`src/rtl/instruction_cache_pkg.sv`:
```
// Shared definitions for the instruction cache: refill FSM encoding,
// default geometry and helpers that derive the address-field widths.
package instruction_cache_pkg;

  localparam int ADDR_W    = 16;
  localparam int INSN_W    = 16;
  localparam int DEF_LINES = 16;
  localparam int DEF_WORDS = 4;

  typedef enum logic [1:0] {
    ST_IDLE   = 2'd0,
    ST_REFILL = 2'd1,
    ST_COMMIT = 2'd2
  } icache_state_e;

  // Word-offset field width for a line of the given size.
  function automatic int off_w(input int words);
    return $clog2(words);
  endfunction

  // Line-index field width for the given number of lines.
  function automatic int idx_w(input int lines);
    return $clog2(lines);
  endfunction

  // Tag field width: whatever is left of the address above index and offset.
  function automatic int tag_w(input int lines, input int words);
    return ADDR_W - $clog2(lines) - $clog2(words);
  endfunction

endpackage

```
`src/rtl/icache_refill_ctrl.sv`:
```
// Refill controller: owns the IDLE/REFILL/COMMIT FSM, the word counter,
// the captured miss line address, the memory handshake and the deferred
// flush. The arrays themselves live in the parent.
module icache_refill_ctrl
  import instruction_cache_pkg::*;
#(
  parameter int WORDS = DEF_WORDS
) (
  input  logic                              clk_i,
  input  logic                              rst_ni,
  input  logic                              miss_i,
  input  logic                              flush_i,
  input  logic [ADDR_W-off_w(WORDS)-1:0]    line_addr_i,
  input  logic                              mem_ack_i,
  output logic                              idle_o,
  output logic                              start_o,
  output logic                              fill_we_o,
  output logic [off_w(WORDS)-1:0]           word_o,
  output logic                              commit_o,
  output logic                              clear_all_o,
  output logic [ADDR_W-off_w(WORDS)-1:0]    line_addr_o,
  output logic                              mem_req_o,
  output logic [ADDR_W-1:0]                 mem_addr_o
);

  localparam int OFF_W  = off_w(WORDS);
  localparam int LINE_W = ADDR_W - OFF_W;
  localparam logic [OFF_W-1:0] LAST_WORD = OFF_W'(WORDS - 1);

  icache_state_e     state_q, state_d;
  logic [OFF_W-1:0]  cnt_q, cnt_d;
  logic [LINE_W-1:0] line_q, line_d;
  logic              pend_q, pend_d;

  // State, counter, captured line and pending flush; reset abandons any transfer.
  always_ff @(posedge clk_i or negedge rst_ni) begin
    if (!rst_ni) begin
      state_q <= ST_IDLE;
      cnt_q   <= '0;
      line_q  <= '0;
      pend_q  <= 1'b0;
    end else begin
      state_q <= state_d;
      cnt_q   <= cnt_d;
      line_q  <= line_d;
      pend_q  <= pend_d;
    end
  end

  // Next-state and handshake outputs; acks outside REFILL are ignored.
  always_comb begin
    state_d     = state_q;
    cnt_d       = cnt_q;
    line_d      = line_q;
    pend_d      = pend_q;
    start_o     = 1'b0;
    fill_we_o   = 1'b0;
    commit_o    = 1'b0;
    clear_all_o = 1'b0;
    mem_req_o   = 1'b0;
    unique case (state_q)
      ST_IDLE: begin
        pend_d = 1'b0;
        if (flush_i) begin
          // A flush wins over a same-cycle miss; the miss is retried next cycle.
          clear_all_o = 1'b1;
        end else if (miss_i) begin
          state_d = ST_REFILL;
          line_d  = line_addr_i;
          cnt_d   = '0;
          start_o = 1'b1;
        end
      end
      ST_REFILL: begin
        mem_req_o = 1'b1;
        if (flush_i) pend_d = 1'b1;
        if (mem_ack_i) begin
          fill_we_o = 1'b1;
          if (cnt_q == LAST_WORD) begin
            state_d = ST_COMMIT;
            cnt_d   = '0;
          end else begin
            cnt_d = cnt_q + OFF_W'(1);
          end
        end
      end
      ST_COMMIT: begin
        commit_o = 1'b1;
        state_d  = ST_IDLE;
        // A flush seen during the refill wipes everything, including this line.
        if (pend_q || flush_i) clear_all_o = 1'b1;
        pend_d = 1'b0;
      end
      default: begin
        state_d = ST_IDLE;
      end
    endcase
  end

  assign idle_o      = (state_q == ST_IDLE);
  assign word_o      = cnt_q;
  assign line_addr_o = line_q;
  assign mem_addr_o  = (state_q == ST_REFILL) ? {line_q, cnt_q} : '0;

endmodule

```
`src/rtl/instruction_cache.sv`:
```
// Direct-mapped instruction cache with combinational lookup. A miss in
// IDLE triggers an in-order, word-by-word line refill from memory.
module instruction_cache
  import instruction_cache_pkg::*;
#(
  parameter int LINES = DEF_LINES,
  parameter int WORDS = DEF_WORDS
) (
  input  logic              inp_clk,
  input  logic              inp_rst_n,
  input  logic [ADDR_W-1:0] inp_address,
  output logic              out_hit,
  output logic [INSN_W-1:0] out_instruction,
  input  logic              inp_flush,
  output logic              out_mem_req,
  output logic [ADDR_W-1:0] out_mem_addr,
  input  logic              inp_mem_ack,
  input  logic [INSN_W-1:0] inp_mem_data
);

  localparam int OFF_W  = off_w(WORDS);
  localparam int IDX_W  = idx_w(LINES);
  localparam int TAG_W  = tag_w(LINES, WORDS);
  localparam int LINE_W = ADDR_W - OFF_W;

  logic [TAG_W-1:0]  tag_q  [LINES];
  logic [INSN_W-1:0] data_q [LINES][WORDS];
  logic [LINES-1:0]  valid_q, valid_d;

  logic [OFF_W-1:0]  addr_off;
  logic [IDX_W-1:0]  addr_idx;
  logic [TAG_W-1:0]  addr_tag;
  logic              match;

  logic              idle, start, fill_we, commit, clear_all;
  logic [OFF_W-1:0]  fill_word;
  logic [LINE_W-1:0] ref_line;
  logic [IDX_W-1:0]  ref_idx;
  logic [TAG_W-1:0]  ref_tag;

  assign addr_off = inp_address[OFF_W-1:0];
  assign addr_idx = inp_address[OFF_W +: IDX_W];
  assign addr_tag = inp_address[ADDR_W-1 -: TAG_W];
  assign ref_idx  = ref_line[IDX_W-1:0];
  assign ref_tag  = ref_line[LINE_W-1 -: TAG_W];

  assign match           = valid_q[addr_idx] && (tag_q[addr_idx] == addr_tag);
  assign out_hit         = idle && match;
  assign out_instruction = out_hit ? data_q[addr_idx][addr_off] : '0;

  icache_refill_ctrl #(
    .WORDS (WORDS)
  ) u_refill_ctrl (
    .clk_i       (inp_clk),
    .rst_ni      (inp_rst_n),
    .miss_i      (!match),
    .flush_i     (inp_flush),
    .line_addr_i (inp_address[ADDR_W-1:OFF_W]),
    .mem_ack_i   (inp_mem_ack),
    .idle_o      (idle),
    .start_o     (start),
    .fill_we_o   (fill_we),
    .word_o      (fill_word),
    .commit_o    (commit),
    .clear_all_o (clear_all),
    .line_addr_o (ref_line),
    .mem_req_o   (out_mem_req),
    .mem_addr_o  (out_mem_addr)
  );

  // Valid-bit update: the victim line is invalid for the whole refill; flush has priority.
  always_comb begin
    valid_d = valid_q;
    if (clear_all) begin
      valid_d = '0;
    end else begin
      if (start)  valid_d[addr_idx] = 1'b0;
      if (commit) valid_d[ref_idx]  = 1'b1;
    end
  end

  // Valid bits are the only array state that needs a reset.
  always_ff @(posedge inp_clk or negedge inp_rst_n) begin
    if (!inp_rst_n) valid_q <= '0;
    else            valid_q <= valid_d;
  end

  // Tag and data storage, written by the refill path only.
  always_ff @(posedge inp_clk) begin
    if (fill_we) data_q[ref_idx][fill_word] <= inp_mem_data;
    if (commit)  tag_q[ref_idx] <= ref_tag;
  end

endmodule

```
`config.mk`:
```
export PLATFORM = sky130hd
export DESIGN_NAME = instruction_cache
export DESIGN_NICKNAME = d
export VERILOG_FILES = /design/src/rtl/instruction_cache_pkg.sv /design/src/rtl/icache_refill_ctrl.sv /design/src/rtl/instruction_cache.sv
export SDC_FILE = /design/constraint.sdc
export NUM_CORES = 1
export LEC_CHECK = 0
export ABC_AREA = 1
export BUFFER_PORTS_ARGS = -buffer_cell sky130_fd_sc_hd__buf_2
export CAP_MARGIN = 20
export CORE_MARGIN = 2
export CORE_UTILIZATION = 45
export CTS_CLUSTER_SIZE = 24
export DETAILED_ROUTE_END_ITERATION = 8
export PLACE_DENSITY = 0.63
export SYNTH_ARGS = -nofsm -noshare
export SYNTH_HDL_FRONTEND = slang
export SYNTH_HIERARCHICAL = 1
export SYNTH_SLANG_ARGS = --single-unit
```
`constraint.sdc`:
```
create_clock -name inp_clk -period 2.3 [get_ports inp_clk]
set_input_delay 0.46 -clock inp_clk [delete_from_list [all_inputs] [get_ports inp_clk]]
set_output_delay 0.46 -clock inp_clk [all_outputs]
set_load 0.005 [all_outputs]
```
==> flow_summary_export.csv <==
group,metric,value,unit
run_status,status,"finished with violations",
run_status,violations,"negative setup slack",
flow_run,maxCapViolCount,0,
synth,ys_seq_elements,1219,
floorplan,rows,117,
finish,nNetsFinal,3563,
placement,dp_slack,-1.08,ns
synth,synthTopCellsByArea,"edfxtp_1 (77%), o22ai_1 (5.2%), nand2_1 (4.4%), o21ai_0 (2.3%), dfrtp_1 (1.9%)",
worst_setup_path,endpoint_kind,"output pin",
synth,synth_top_cell_by_area,"edfxtp_1",
synth,synth_cell_types,34,
placement,hpwl,77.9,mm
sta,finClkSkew,0.0235,ns
clocking,clock_path_buffers,3,
finish,fin_util,0.551,
floorplan,start_util,0.453,
clocking,root_buffer,"clkbuf_16",
grt,grt_pass1_wl,187,mm
sta,post-route-period-util,1.41,
floorplan,core_region_area,102000,um^2
finish,drive_above_1_share,0.195,
pwr,peakVddDrop,0.642,mV
clocking,cts_buffers,117,
pwr,p_leak,19.1,nW
finish,antenna_cells,0,
sta,rsz0062_at_grt,"yes",
clocking,clock-sinks,1219,
floorplan,die_h,324,um
finish,fillerInstances,8022,
grt,grt_max_degree,65,
floorplan,fp.dieArea,105000,um^2
worst_setup_path,worstPathRequired,1.84,ns
sta,slew_headroom,0.407,
synth,syn_area,46100,um^2
route,vias_per_cell,5.86,
placement,gp_congestion,0.868,
grt,grt.overflow.total,0,
synth,seq_area_frac_synth,0.790,
route,final_antenna_net_count,0,
sta,final-hold-violation-count,0,
synth,synth_cells,3133,
synth,synth.top_cell.area_share,0.771,
grt,grt_usage,0.243,
grt,antenna_found_initial,2,
sta,final.min_clock_period,3.25,ns
sta,worst_slack,-0.946,ns
finish,syn2layout_area_growth,21.6,%
route,vias,29300,
clocking,clkTransAtPathRegs,0.06,ns
clocking,cts_max_level,3,
synth,syn-num-nets,3170,
sta,setup_viol,67,
route,dr.pass1.iters,6,
placement,portBuffers,69,
worst_setup_path,crit_type,"input port to output pin",
worst_setup_path,start_kind,"input port",
clocking,clk-insertion-delay-late,0.71,ns
grt,grt_pass1_vias,27700,
worst_hold_path,hold_path_class,"input port to flip-flop",
floorplan,fp.dieW,324,um
clocking,tritoncts,"yes",
route,first_iter_violations,3866,
route,wl,129,mm
route,routedWlPerCell,25.8,um
worst_setup_path,critPathMaxFanout,7,
floorplan,ios,70,
synth,yosysWarnings,6,
sta,fmax,308,MHz
synth,synth.avg_cell_area,14.7,um^2
route,drc,0,
worst_setup_path,arrival,2.79,ns
sta,slew_viol_final,0,
pwr,cellPowerDensity,876,nW/um^2
sta,tightest_slew,0.889,ns
-- logic make-up (layout without fill, tap and decap cells) --
group,count (synthesis),after routing,share of synthesized area
DFF,1219,1219,0.790
and+or+nand+nor,821,821,0.0715
AOI/OAI and AO/OA,819,819,0.112
buffers and inverters,273,763,0.0261
adders and majority gates,1,1,0.000271
-- synthesized netlist by cell type --
cell type and instances:
clkbuf_1 82, nand3_2 1, nor2_4 2, and3_1 31, a22oi_1 6, nand2_4 2
nand3_1 46, nand2_2 5, ha_1 1, o21ai_1 4, inv_4 1, buf_8 1
o21ai_0 210, o211ai_1 28, inv_1 80, inv_6 1, buf_4 2, a21oi_1 52
nor2_2 3, edfxtp_1 1184, o22ai_1 386, buf_6 9, a22oi_2 2, o21bai_1 5
o22a_1 63, dfrtp_1 35, inv_2 3, buf_2 69, nor2_1 183, o221ai_1 63
buf_1 24, nand2_1 538, clkinv_1 1, nand4_1 10
-- path summary, 6_finish.rpt --
check | startpoint | endpoint | slack [ns] | depth (start not counted)
max | inp_address[2] | out_instruction[12] | -0.95 | 13
min | inp_address[6] | u_refill_ctrl/line_addr_o[4]$_DFFE_PN0P_ | 0.03 | 3
max reg2reg | tag_q[1][1]$_DFFE_PP_ | valid_q[15]$_DFF_PN0_ | -0.55 | 27
min reg2reg | u_refill_ctrl/pend_q$_DFFE_PN0P_ | u_refill_ctrl/pend_q$_DFFE_PN0P_ | 0.51 | 2
max in group asynchronous | inp_rst_n | valid_q[13]$_DFF_PN0_ | 1.29 | 2
min in group asynchronous | inp_rst_n | u_refill_ctrl/line_addr_o[11]$_DFFE_PN0P_ | 0.45 | 2
-- through the flow --
step                TNS [ns]  std cells  power [mW]  hold WS, ns  area (um^2)
floorplan              -2.66       3133        28.3        0.164        46200
global placement      -36.60       4757        30.9        0.468        51700
detailed placement    -34.97       4757        30.9        0.486        51700
CTS                   -16.75       4980        49.2     0.000343        55700
global route          -44.34       4991        50.6       0.0183        56100
finish                -33.16       4991        49.2       0.0328        56100
-- cell usage in the layout (no fill, tap or decap), drive strengths merged --
| cell | count |
|---|---|
| clkbuf | 146 |
| o22a | 63 |
| clkinvlp | 2 |
| o211ai | 28 |
| dfrtp | 35 |
| a22oi | 8 |
| ha | 1 |
| nand4 | 10 |
| edfxtp | 1184 |
| bufbuf | 5 |
| a21oi | 52 |
| bufinv | 6 |
| buf | 453 |
| nor2 | 188 |
| o21ai | 214 |
| nand3 | 47 |
| clkinv | 65 |
| nand2 | 545 |
| dlygate4sd3 | 1 |
| o22ai | 386 |
| o21bai | 5 |
| and3 | 31 |
| o221ai | 63 |
| inv | 85 |
-- critical path, stage by stage --
cell and delay, ns:
buf_4 0.16, buf_4 0.17, nand2_8 0.12, buf_8 0.16
buf_12 0.15, buf_4 0.14, o22ai_1 0.08, o21ai_0 0.22
nand3_1 0.24, o211ai_1 0.46, nand2_1 0.19, nor2_4 0.12
buf_2 0.11
-- what timing repair did --
| item | 4_1_cts | 5_1_grt |
|---|---|---|
| resized for setup | 36 | 70 |
| endpoints found under the setup margin | 34 | 65 |
| hold buffers | 1 | 0 |
| hold endpoints to repair | 35 | 0 |
| pin swaps | 11 | 32 |
| buffers inserted | 1 | 10 |
| gates cloned | 5 | 2 |
-- layout make-up --
type | instances | area [um^2] | share of cell area
inverters | 86 | 350 | 0.00625
clock buffers | 144 | 3160 | 0.0563
repair buffers | 461 | 5070 | 0.0905
well taps | 1368 | 1710 | 0.0305
multi-input cells | 1641 | 8850 | 0.158
flip-flops and latches | 1219 | 36400 | 0.650
clock inverters | 72 | 515 | 0.00919
-- where the power goes --
group	leakage (nW)	total [mW]	switching (mW)	internal (mW)
clock	1.80	18.4	8.07	10.4
combinational	6.21	5.08	3.45	1.63
sequential	11.1	25.7	0.293	25.4
total	19.1	49.2	11.8	37.3
-- per-layer routing --
layer	vias up	routed length [um]	GRT usage	share of wire
met5	-	11	0	0.000085
met4	2	3390	0.0716	0.026
met3	225	11700	0.0377	0.091
met2	1485	59400	0.378	0.46
met1	14700	54300	0.357	0.42
li1	12800	-	-	-
-- registers in the layout (all words and copies together) (netlist names) --
signal and count:
u_refill_ctrl/line_addr_o 14, u_refill_ctrl/pend_q 1, valid_q 16, data_q 1024, u_refill_ctrl/word_o 2, tag_q 160
u_refill_ctrl/state_q 2
(Power assumes the default switching activity.)
